## config.mk

```make
export PLATFORM = sky130hd
export DESIGN_NAME = sudoku_io
export DESIGN_NICKNAME = d
export VERILOG_FILES = /design/src/rtl/sudoku_io_pkg.sv /design/src/rtl/sudoku_io_btn_debounce.sv /design/src/rtl/sudoku_io.sv
export SDC_FILE = /design/constraint.sdc
export NUM_CORES = 1
export LEC_CHECK = 0
export BUFFER_PORTS_ARGS = -buffer_cell sky130_fd_sc_hd__buf_2
export CAP_MARGIN = 20
export CORE_MARGIN = 4
export CORE_UTILIZATION = 55
export DETAILED_ROUTE_END_ITERATION = 7
export PLACE_DENSITY = 0.81
export SYNTH_ARGS = -nofsm -noshare
export SYNTH_HDL_FRONTEND = slang
export SYNTH_HIERARCHICAL = 1
export SYNTH_SLANG_ARGS = --single-unit
```

## constraint.sdc

```tcl
create_clock -name clk -period 1.8 [get_ports clk]
set_clock_uncertainty 0.2 [all_clocks]
set_input_delay 0.36 -clock clk [delete_from_list [all_inputs] [get_ports clk]]
set_output_delay 0.36 -clock clk [all_outputs]
set_load 0.01 [all_outputs]
```

## src/rtl/sudoku_io_pkg.sv

```systemverilog
// -----------------------------------------------------------------------------
// sudoku_io_pkg
// Shared constants for the sudoku CPU I/O block: the memory-mapped I/O
// addresses, the push-button bit indices and the display payload type.
// -----------------------------------------------------------------------------
package sudoku_io_pkg;

    localparam int unsigned DATA_W  = 8;
    localparam int unsigned ADDR_W  = 8;
    localparam int unsigned NUM_BTN = 5;

    // I/O window occupies the top five byte addresses of data memory
    localparam logic [ADDR_W-1:0] IO_BTN    = 8'hFB;
    localparam logic [ADDR_W-1:0] IO_VAL    = 8'hFC;
    localparam logic [ADDR_W-1:0] IO_COMMIT = 8'hFD;
    localparam logic [ADDR_W-1:0] IO_COL    = 8'hFE;
    localparam logic [ADDR_W-1:0] IO_ROW    = 8'hFF;

    // Bit positions of the buttons within the BTN register
    localparam int unsigned BTN_CENTER = 0;
    localparam int unsigned BTN_LEFT   = 1;
    localparam int unsigned BTN_RIGHT  = 2;
    localparam int unsigned BTN_DOWN   = 3;
    localparam int unsigned BTN_UP     = 4;

    // Row/column/value display codes, moved as one unit on commit
    typedef struct packed {
        logic [DATA_W-1:0] row;
        logic [DATA_W-1:0] col;
        logic [DATA_W-1:0] val;
    } disp_t;

endpackage

```

## src/rtl/sudoku_io_btn_debounce.sv

```systemverilog
// -----------------------------------------------------------------------------
// btn_debounce
// Single-button debouncer: two-flop synchronizer followed by a stability
// counter. The debounced level flips only after the synchronized level has
// differed from it for DB_CYCLES consecutive cycles.
// Ports:
//   clk    in   system clock
//   rst    in   asynchronous active-high reset
//   i_btn  in   raw asynchronous button level
//   o_db   out  debounced button level (registered)
// -----------------------------------------------------------------------------
module btn_debounce #(
    parameter int unsigned DB_CYCLES = 50000,
    parameter int unsigned DB_W      = 16
) (
    input  logic clk,
    input  logic rst,
    input  logic i_btn,
    output logic o_db
);

    localparam logic [DB_W-1:0] CNT_MAX = DB_W'(DB_CYCLES - 1);

    logic            r_sync1;
    logic            r_sync2;
    logic            r_db;
    logic [DB_W-1:0] r_cnt;

    // Synchronize, then count consecutive cycles of disagreement
    always_ff @(posedge clk or posedge rst) begin
        if (rst) begin
            r_sync1 <= 1'b0;
            r_sync2 <= 1'b0;
            r_db    <= 1'b0;
            r_cnt   <= '0;
        end else begin
            r_sync1 <= i_btn;
            r_sync2 <= r_sync1;
            if (r_sync2 != r_db) begin
                if (r_cnt == CNT_MAX) begin
                    r_db  <= ~r_db;
                    r_cnt <= '0;
                end else begin
                    r_cnt <= r_cnt + DB_W'(1);
                end
            end else begin
                r_cnt <= '0;
            end
        end
    end

    assign o_db = r_db;

endmodule

```

## src/rtl/sudoku_io.sv

```systemverilog
// -----------------------------------------------------------------------------
// sudoku_io
// Memory-mapped I/O responder at data-memory addresses 0xFB..0xFF.
//   0xFB BTN (read-only, debounced buttons), 0xFC VAL, 0xFE COL, 0xFF ROW
//   shadows, 0xFD COMMIT (any write copies the shadows to the display).
// Ports:
//   clk, rst            system clock, asynchronous active-high reset
//   addr, we, wdata     data-memory bus access for this cycle
//   rdata, io_sel       combinational read data / I/O window select
//   btn                 raw asynchronous buttons
//   disp_row/col/val    committed display codes
//   disp_upd            one-cycle pulse after each commit
// Build option: SUDOKU_IO_BLINK_EN blinks disp_val using a BLINK_W-bit
// free-running divider that restarts on every commit.
// -----------------------------------------------------------------------------
module sudoku_io
    import sudoku_io_pkg::*;
#(
    parameter int unsigned DB_CYCLES = 50000,
    parameter int unsigned DB_W      = 16,
    parameter int unsigned BLINK_W   = 24
) (
    input  logic              clk,
    input  logic              rst,
    input  logic [ADDR_W-1:0] addr,
    input  logic              we,
    input  logic [DATA_W-1:0] wdata,
    output logic [DATA_W-1:0] rdata,
    output logic              io_sel,
    input  logic [NUM_BTN-1:0] btn,
    output logic [DATA_W-1:0] disp_row,
    output logic [DATA_W-1:0] disp_col,
    output logic [DATA_W-1:0] disp_val,
    output logic              disp_upd
);

    logic [NUM_BTN-1:0] w_btn_db;
    logic               w_commit;
    logic [DATA_W-1:0]  w_rdata;
    disp_t              r_shadow;
    disp_t              r_disp;
    logic               r_upd;

    // One debouncer per button
    for (genvar g = 0; g < NUM_BTN; g++) begin : g_db
        btn_debounce #(
            .DB_CYCLES (DB_CYCLES),
            .DB_W      (DB_W)
        ) u_db (
            .clk   (clk),
            .rst   (rst),
            .i_btn (btn[g]),
            .o_db  (w_btn_db[g])
        );
    end

    assign io_sel   = (addr >= IO_BTN);
    assign w_commit = we && (addr == IO_COMMIT);

    // Shadow capture and atomic commit to the display registers
    always_ff @(posedge clk or posedge rst) begin
        if (rst) begin
            r_shadow <= '0;
            r_disp   <= '0;
            r_upd    <= 1'b0;
        end else begin
            r_upd <= w_commit;
            if (we) begin
                case (addr)
                    IO_VAL:    r_shadow.val <= wdata;
                    IO_COL:    r_shadow.col <= wdata;
                    IO_ROW:    r_shadow.row <= wdata;
                    IO_COMMIT: r_disp       <= r_shadow;
                    default:   ;
                endcase
            end
        end
    end

    // Zero-cycle read path matching single-cycle data memory
    always_comb begin
        w_rdata = '0;
        case (addr)
            IO_BTN:  w_rdata = DATA_W'(w_btn_db);
            IO_VAL:  w_rdata = r_shadow.val;
            IO_COL:  w_rdata = r_shadow.col;
            IO_ROW:  w_rdata = r_shadow.row;
            default: w_rdata = '0;
        endcase
    end

    assign rdata    = w_rdata;
    assign disp_row = r_disp.row;
    assign disp_col = r_disp.col;
    assign disp_upd = r_upd;

`ifdef SUDOKU_IO_BLINK_EN
    logic [BLINK_W-1:0] r_blink;

    // Restarting on commit shows a fresh value for a full half period
    always_ff @(posedge clk or posedge rst) begin
        if (rst) begin
            r_blink <= '0;
        end else if (w_commit) begin
            r_blink <= '0;
        end else begin
            r_blink <= r_blink + BLINK_W'(1);
        end
    end

    assign disp_val = r_blink[BLINK_W-1] ? '0 : r_disp.val;
`else
    logic w_unused_blink;
    assign w_unused_blink = ^BLINK_W'(0);
    assign disp_val       = r_disp.val;
`endif

endmodule

```

==> impl_metrics.ini, run 1 <==
[timing]
timing_worst_slew_pin_value_ps = 468
fin_setup_tns_ps = -1880
slew_headroom = 0.687
setup_slack_ps = -348
final.min_clock_period_ps = 2150
fin_crit_sh = 1.19
grt_setup_unrepaired = true
fmax_mhz = 466
hold_violations = 0
final_max_slew_viol_count = 0
setup_violations = 9

[drt]
ant_nets = 0
drt-pass1-iter-count = 4
drtIter0Drc = 268
totalWireLength_mm = 16.7
via_per_inst = 5.56
wl_per_cell_um = 18.2
vias = 5090
drc_errors = 0

[power]
power.density_nw_per_um2 = 812
power.leakage_uw = 0.00416
finalPower_uw = 7340
vdd.ir_drop.worst_uv = 713

[clock_tree]
root_buffer = clkbuf_16
cts-htree-levels = 4
clockBufferDepth = 2
clkSinkCount = 144
cts_tree = yes
clk_pin_slew_ps = 60
cts_inserted_buffers = 17
clock_latency_ps = 420

[worst_setup_path]
worstPathBufferInverterCount = 1
crit_type = reg -> out
r2r_slack_ps = -10
cp_cell_sequence = mux2_4, a32oi_2, a21oi_1, buf_2
critPathRequiredTime_ps = 1240
critical_path.reg2reg.startpoint = g_db[2].u_db/r_cnt[13]$_DFF_PP0_
slowest_stage = dfrtp_2
critPathMaxFanout = 2
max_stage_delay_ps = 440
worstPathArrival_ps = 1590
start_kind = flip-flop
path_delay_family = flip-flops
endpoint_kind = output port
worstReg2RegEnd = g_db[2].u_db/o_db$_DFFE_PP0P_
ff2ff_path_depth = 3

[final_layout]
nFillCells = 765
fin_nets = 760
design_area_um2 = 9030
utilization = 0.719
drive_gt1_frac = 0.425
diodes = 0
areaGrowthSynthToFinish_pct = 28.6

[hold_path]
min_from = wdata[0]
hold_class = in -> reg
hold_end = r_shadow[16]$_DFFE_PP0P_
min_path_cells = 2

[grt]
grt-ovfl-total = 0
grt_first_pass_wirelength_mm = 26.9
grt_pass1_vias = 5376
antenna_found_initial = 1
grt_start_max_net_pins = 21
track_usage = 0.235

[run]
drv_cap = 0

[placement]
routabilityCongestion = 0.865
place_area_um2 = 7990
dp_hpwl_mm = 10.4
portBuffers = 57

[yosys]
syn-num-nets = 600
yosysWarnings = 6
synth.distinct_cells = 33
synth_top_cell_by_area = dfrtp_1
yosysSeqAreaShare = 0.513
synth-async-reset-ratio = 1.00
synthCells = 571
synthFlopType = dfrtp_1
synth_enable_flop_cells = 0
synth_top_area_frac = 0.513
ys_seq_elements = 144
synth_area_um2 = 7020
synth_area_per_cell_um2 = 12.3
synth_area_leaders = dfrtp_1, mux2_2, xnor2_1

[status]
outcome = finished, violations left
violations = setup timing

[floorplan]
dieArea_um2 = 14600
core_area_um2 = 12600
core.rowCount = 41
io_pins = 58
initial_utilization = 0.559
die_h_um = 121
dieWidth_um = 121
## area by class of cell
class / count / area (µm²) / share of cell area
clock buffer: 21 / 460 / 0.0510
clock inverter: 10 / 136 / 0.0151
inverter: 21 / 78.8 / 0.00873
multi-input combinational: 397 / 3500 / 0.387
sequential: 144 / 3600 / 0.399
tap: 172 / 215 / 0.0238
timing repair buffer: 150 / 1040 / 0.115
## metrics by stage
step,hold WS [ps],instances,setup slack (ps)
final,18.4,915,-348
after floorplan,111,571,-46.7
after global routing,7.35,915,-408
after CTS,2.56,905,-325
after detailed placement,140,850,-283
after global placement,132,850,-247
## cells in the final DEF (no fill, tap or decap), drive strengths merged, types with 23 or more instances in the layout
cell type	netlist	layout
dfrtp	144	144
buf	10	138
nor2	91	91
mux2	61	61
xnor2	60	60
nand3	32	32
nor4	27	27
nand2	22	25
clkbuf	2	23
## where the power goes
| part | internal, µW | switching [µW] | total [µW] |
|---|---|---|---|
| Sequential | 3310 | 60.7 | 3370 |
| Clock | 2240 | 1300 | 3540 |
| Combinational | 190 | 244 | 434 |
## sequential cells by signal, summed over array words and instances (netlist names)
signal,cells
disp_val,8
g_db.u_db/r_cnt,80
disp_row,8
disp_upd,1
g_db.u_db/r_sync2,5
disp_col,8
g_db.u_db/r_sync1,5
g_db.u_db/o_db,5
r_shadow,24
## cell usage after synthesis, types with 7 or more instances
library cell and instances:
nand3_1 16, mux2_2 61, and3_1 10, xor2_1 15
nor4_2 15, nor2_1 91, nor4_4 12, nand3_2 11
dfrtp_1 144, nor4bb_1 10, inv_1 21, nand4_1 15
nor3_1 15, buf_6 7, nand2_1 17, xnor2_1 60
## how the worst max path moves through the flow
stage | startpoint | endpoint | slack [ps] | cells past startpoint
global route | g_db[4].u_db/o_db$_DFFE_PP0P_ | rdata[4] | -410 | 4
global placement | addr[2] | rdata[3] | -250 | 6
floorplan | addr[2] | disp_col[2]$_DFFE_PP0P_ | -50 | 5
CTS | g_db[4].u_db/o_db$_DFFE_PP0P_ | rdata[4] | -320 | 4
detailed placement | addr[2] | rdata[2] | -280 | 6
finish | g_db[4].u_db/o_db$_DFFE_PP0P_ | rdata[4] | -350 | 4
## cell families after synthesis
logic type	synth area share
and+or+nand+nor	0.247
xor gates and xnor gates	0.0935
DFF	0.513
adders and majority gates	0.00891
buffers and inverters	0.0264
AOI/OAI and AO/OA	0.0130
muxes	0.0978
## timing repair
item                                    CTS  global route
endpoints found under the hold margin   115             0
cloned                                    0             3
endpoints found under the setup margin   23            85
pin swaps                                 4            13
setup buffers                            14             7
resized for setup                         8            30
hold buffers                             10             0
## per-layer routing
metal,vias to the layer above,wire (µm),global-route usage
met5,-,13,0
met4,2,637,0.124
met3,41,706,0.0522
met2,126,8680,0.389
met1,2598,6640,0.287
li1,2323,-,-
Power figures use the tool's default switching activity.
==> inputs of run 2 (changes only) <==
- GPL_ROUTABILITY_DRIVEN: not set -> 1
- clock period: 1.8 -> 2.6 ns (I/O delays scaled with it)
==> run 2 against run 1 <==
  * The flow now finishes without violations
  * Wire length fell by 20%
  * First-iteration DRC count fell by 9.3%
  * Clock power fell by 38%
  * Combinational power fell by 56%
  * Critical path depth rose by 1
  * Global-route usage fell by 3.4 points
  * Utilization fell by 7.8 points
  * Register-to-register slack improved by 640 ps
==> impl_metrics.ini, run 2 (synthesized netlist as in run 1, its figures left out) <==
[timing]
slew_headroom = 0.477
grt_setup_unrepaired = false
setup_slack_ps = 218
final_max_slew_viol_count = 0
timing_worst_slew_pin_value_ps = 783
fin_crit_sh = 0.916
hold_violations = 0
hold_ws_ps = 29.7
final.min_clock_period_ps = 2380
fmax_mhz = 420
setup_violations = 0
fin_setup_tns_ps = 0

[clock_tree]
clk_pin_slew_ps = 50
cts_resized = 0
cts_tree = yes
cts-htree-levels = 4
clock_latency_ps = 420
post-cts-setup-buffer-count = 0
postCtsHoldBufs = 4
clockBufferDepth = 2
clkSinkCount = 144
root_buffer = clkbuf_16
cts_inserted_buffers = 17

[worst_setup_path]
path_common_cell = buf_2
worstReg2RegEnd = g_db[3].u_db/r_cnt[8]$_DFF_PP0_
ff2ff_path_depth = 4
critPathRequiredTime_ps = 1880
start_kind = primary input
crit_type = in -> out
slowest_stage = nor2b_1
path_delay_family = buffers and inverters
cp_cell_sequence = buf_2, nor2b_1, a32oi_1, a21oi_1, buf_2
endpoint_kind = output port
r2r_slack_ps = 630
critical_path.reg2reg.startpoint = g_db[3].u_db/r_cnt[7]$_DFF_PP0_
worstPathBufferInverterCount = 2
critPathMaxFanout = 10
worstPathArrival_ps = 1660
max_stage_delay_ps = 340

[status]
outcome = completed

[power]
vdd.ir_drop.worst_uv = 483
power.density_nw_per_um2 = 587
power.leakage_uw = 0.00364
finalPower_uw = 4720

[final_layout]
drive_gt1_frac = 0.321
largest_reg_flops = 80
reg_top3 = g_db.u_db/r_cnt (80), r_shadow (24)
most-common-layout-cells = dfrtp_1, nor2_1, mux2_2
largest_register = g_db.u_db/r_cnt
instances_no_fill = 830
fin_nets = 676
nFillCells = 915
mostFrequentLayoutCell = dfrtp_1
areaGrowthSynthToFinish_pct = 14.6
diodes = 0

[floorplan]
die_h_um = 121
core_area_um2 = 12600
io_pins = 58
dieArea_um2 = 14600
dieWidth_um = 121
initial_utilization = 0.559
core.rowCount = 41

[drt]
totalWireLength_mm = 13.3
wl_per_cell_um = 16.1
drc_errors = 0
ant_nets = 0
vias = 4566
via_per_inst = 5.50
drt-pass1-iter-count = 4
drtIter0Drc = 243

[placement]
portBuffers = 57
routabilityCongestion = 0.862
dp_hpwl_mm = 9.55
pre_cts_ws_ps = 242
dp.cells = 796

[grt]
grt_start_max_net_pins = 40
grt_first_pass_wirelength_mm = 23.4
grt_pass1_vias = 4823
grt-ovfl-total = 0
antenna_found_initial = 0
track_usage = 0.201

[run]
drv_cap = 0

[hold_path]
hold_class = in -> reg
hold_end = g_db[3].u_db/r_sync1$_DFF_PP0_
min_from = btn[3]
min_path_cells = 1
run 2: changes by cell type in the layout (fill, tap and decap cells not counted), moves of 5 or more:
| cell | previous run | this run |
|---|---|---|
| buf_4 | 81 | 8 |
| dlygate4sd3_1 | 10 | 4 |
| mux2_2 | 38 | 61 |
| mux2_4 | 23 | 0 |
| nand2_4 | 5 | 0 |
run 2: worst reg2reg max path, cell delays in order (launching register included):
cell,delay [ps]
dfrtp_1,460
nor4b_1,500
nand4_1,280
nand2_2,310
nor2_1,90
run 2: metrics by stage:
| step | util | instance area [µm²] |
|---|---|---|
| after floorplan | - | 7020 |
| after global routing | 0.640 | 8050 |
| after detailed placement | 0.595 | 7480 |
| final | 0.640 | 8050 |
| after CTS | 0.640 | 8050 |
| after global placement | 0.595 | 7480 |
run 2: final cells by class:
cell class	count	area, µm²	area share
Inverter	21	78.8	0.00980
Sequential cell	144	3600	0.448
Tap cell	172	215	0.0267
Timing Repair Buffer	69	385	0.0479
Clock buffer	23	468	0.0582
Multi-Input combinational cell	394	3230	0.402
Clock inverter	7	62.6	0.00777
run 2: power by group:
part	total, µW	leakage, µW	switching (µW)	internal (µW)
logic	192	0.00140	122	70.3
registers	2340	0.00197	50.8	2290
clock network	2190	0.000262	847	1340
total	4720	0.00364	1020	3700
run 2: metal layers:
layer,vias to the layer above,global-route usage,share of wire
li1,2161,-,-
met1,2287,0.256,0.44
met2,92,0.331,0.50
met3,26,0.0513,0.041
met4,0,0.0779,0.019
met5,-,0,0
run 2: worst max-delay path by stage:
stage	startpoint	end	slack [ps]	cells past startpoint
global route	addr[2]	rdata[1]	120	6
global placement	addr[2]	rdata[3]	300	5
CTS	addr[2]	rdata[3]	250	6
detailed placement	addr[2]	rdata[3]	240	6
floorplan	addr[1]	rdata[0]	460	4
finish	addr[2]	rdata[2]	220	5
==> inputs of run 3 (changes only) <==
- CELL_PAD_IN_SITES_DETAIL_PLACEMENT: not set -> 1
- CELL_PAD_IN_SITES_GLOBAL_PLACEMENT: not set -> 1
- CORE_UTILIZATION: 55 -> 51
- PLACE_DENSITY: 0.81 -> 0.91
- SYNTH_HIERARCHICAL: 1 -> not set
==> run 3 against run 2 <==
  * Combinational power is 2% higher
  * Critical endpoint is now rdata[3]
  * Global-route usage is 9.0 points higher
  * Largest power group is now clock
  * Synthesized cell count is 0.88% higher
  * Clock-buffer cell count is 3 higher
  * Die area is 0.20% lower
  * Critical path depth is 1 higher
  * Non-clock buffer count is 1 lower
  * Highest routed layer unchanged
  * Final cell count is 0.12% higher
  * Fmax is 4.5% lower
  * Largest cell class unchanged
  * Register-to-register slack worse by 170 ps
==> impl_metrics.ini, run 3 <==
[yosys]
synth_area_um2 = 6500
synth.distinct_cells = 38
synth_top_area_frac = 0.555
synthCells = 576
synth_common_cells = dfrtp_1, nor2_1, xnor2_1, mux2_2, nand2_1
yosysSeqAreaShare = 0.555
yosysWarnings = 0
synth_top_cell_by_area = dfrtp_1
syn-num-nets = 605
synth_area_leaders = dfrtp_1, mux2_2, xnor2_1
synth-async-reset-ratio = 1.00
synth_area_per_cell_um2 = 11.3
ys_seq_elements = 144
synthFlopType = dfrtp_1
yosysMostFrequentCell = dfrtp_1
synth_enable_flop_cells = 0

[final_layout]
drive_gt1_frac = 0.235
utilization = 0.621
largest_reg_flops = 80
areaGrowthSynthToFinish_pct = 17.1
mostFrequentLayoutCell = dfrtp_1
diodes = 0
regArea_um2 = 3600
nFillCells = 1269
most-common-layout-cells = dfrtp_1, nor2_1, buf_2
multi_input_area_um2 = 2760
reg_top3 = g_db.u_db.r_cnt (80), r_shadow (24)
largest_register = g_db.u_db.r_cnt
fin_nets = 679

[timing]
fin_setup_tns_ps = 0
final.min_clock_period_ps = 2490
hold_violations = 0
timing_worst_slew_pin_value_ps = 566
setup_violations = 0
grt_setup_unrepaired = false
slew_headroom = 0.622
fin_crit_sh = 0.959
fmax_mhz = 401
final_max_slew_viol_count = 0

[placement]
dp_hpwl_mm = 11.6
portBuffers = 57
routabilityCongestion = 0.876

[clock_tree]
clk_pin_slew_ps = 60
root_buffer = clkbuf_16
clock_latency_ps = 430
cts_inserted_buffers = 17
cts_tree = yes
clkSinkCount = 144
post-cts-setup-buffer-count = 0
clockBufferDepth = 2
cts-htree-levels = 4

[floorplan]
core_area_um2 = 12300
dieArea_um2 = 14600
dieWidth_um = 121
io_pins = 58
core.rowCount = 40
initial_utilization = 0.530
die_h_um = 121

[worst_setup_path]
critPathMaxFanout = 6
critPathRequiredTime_ps = 1880
worstPathArrival_ps = 1770
crit_type = in -> out
start_kind = primary input
endpoint_kind = output port

[grt]
grt_pass1_vias = 5733
track_usage = 0.291
grt-ovfl-total = 0
grt_start_max_net_pins = 73
grt_first_pass_wirelength_mm = 32.3
antenna_found_initial = 0

[drt]
via_per_inst = 5.99
vias = 4980
wl_per_cell_um = 23.4
totalWireLength_mm = 19.4
drt-pass1-iter-count = 4
drc_errors = 0
drtIter0Drc = 320
ant_nets = 0

[power]
power.leakage_uw = 0.00344
power.density_nw_per_um2 = 641
vdd.ir_drop.worst_uv = 478

[status]
outcome = completed

[run]
drv_cap = 0

[hold_path]
hold_class = in -> async
[run 3: critical path, cell delays in order]
cell and delay [ps]:
buf_2 70, and4_1 260, and3_2 280, nand2_2 150, o221ai_1 290, buf_2 200
[run 3: stage by stage]
step	setup slack, ps	total power, µW	cells	hold slack [ps]	instance area [µm²]
6_report	106	4880	831	35.5	7610
5_1_grt	56.9	5060	831	56.8	7610
4_1_cts	71.5	4880	830	1.50	7600
3_5_place_dp	8.84	2550	794	137	6990
3_3_place_gp	129	2530	794	138	6990
2_1_floorplan	75.0	2470	576	131	6500
[run 3: cells by family after synthesis]
kind of cell	Yosys count	share of synthesized area
xor gates and xnor gates	71	0.0957
adders and majority gates	5	0.00963
and+or+nand+nor	245	0.192
AOI/OAI and AO/OA	18	0.0216
muxes	61	0.104
DFF	144	0.555
buffers and inverters	32	0.0221
[run 3: timing repair]
item | 4_1_cts | 5_1_grt
gates cloned | 0 | 0
endpoints found under the setup margin | 2 | 3
resized for setup | 2 | 2
endpoints found under the hold margin | 4 | 1
hold buffers | 4 | 1
[run 3: metal layers]
| metal | vias up | wire length, µm | GRT usage |
|---|---|---|---|
| li1 | 2166 | - | - |
| met1 | 2574 | 7420 | 0.339 |
| met2 | 173 | 10300 | 0.505 |
| met3 | 67 | 969 | 0.0718 |
| met4 | 0 | 691 | 0.130 |
| met5 | - | 0 | 0 |
[run 3: worst paths after layout]
path	startpoint	end	slack, ps	depth (start not counted)
max	addr[7]	rdata[3]	110	6
min	rst	disp_row[2]$_DFFE_PP0P_	40	3
max reg2reg	g_db[0].u_db.r_cnt[11]$_DFF_PP0_	g_db[0].u_db.r_cnt[10]$_DFF_PP0_	460	4
min reg2reg	g_db[4].u_db.r_sync1$_DFF_PP0_	g_db[4].u_db.r_sync2$_DFF_PP0_	150	0
max in group asynchronous	rst	r_shadow[22]$_DFFE_PP0P_	1840	3
min in group clk	g_db[4].u_db.r_sync1$_DFF_PP0_	g_db[4].u_db.r_sync2$_DFF_PP0_	150	0
[run 3: layout make-up]
class,instances,share of cell area
sequential,144,0.473
multi-input combinational,400,0.363
clock buffer,26,0.0656
timing repair buffer,68,0.0533
tap,168,0.0276
inverter,19,0.00986
clock inverter,6,0.00723
[run 3: power by group]
part / internal, µW / switching, µW / total [µW]
sequential: 2290 / 48.9 / 2340
clock: 1410 / 937 / 2350
combinational: 71.5 / 125 / 196
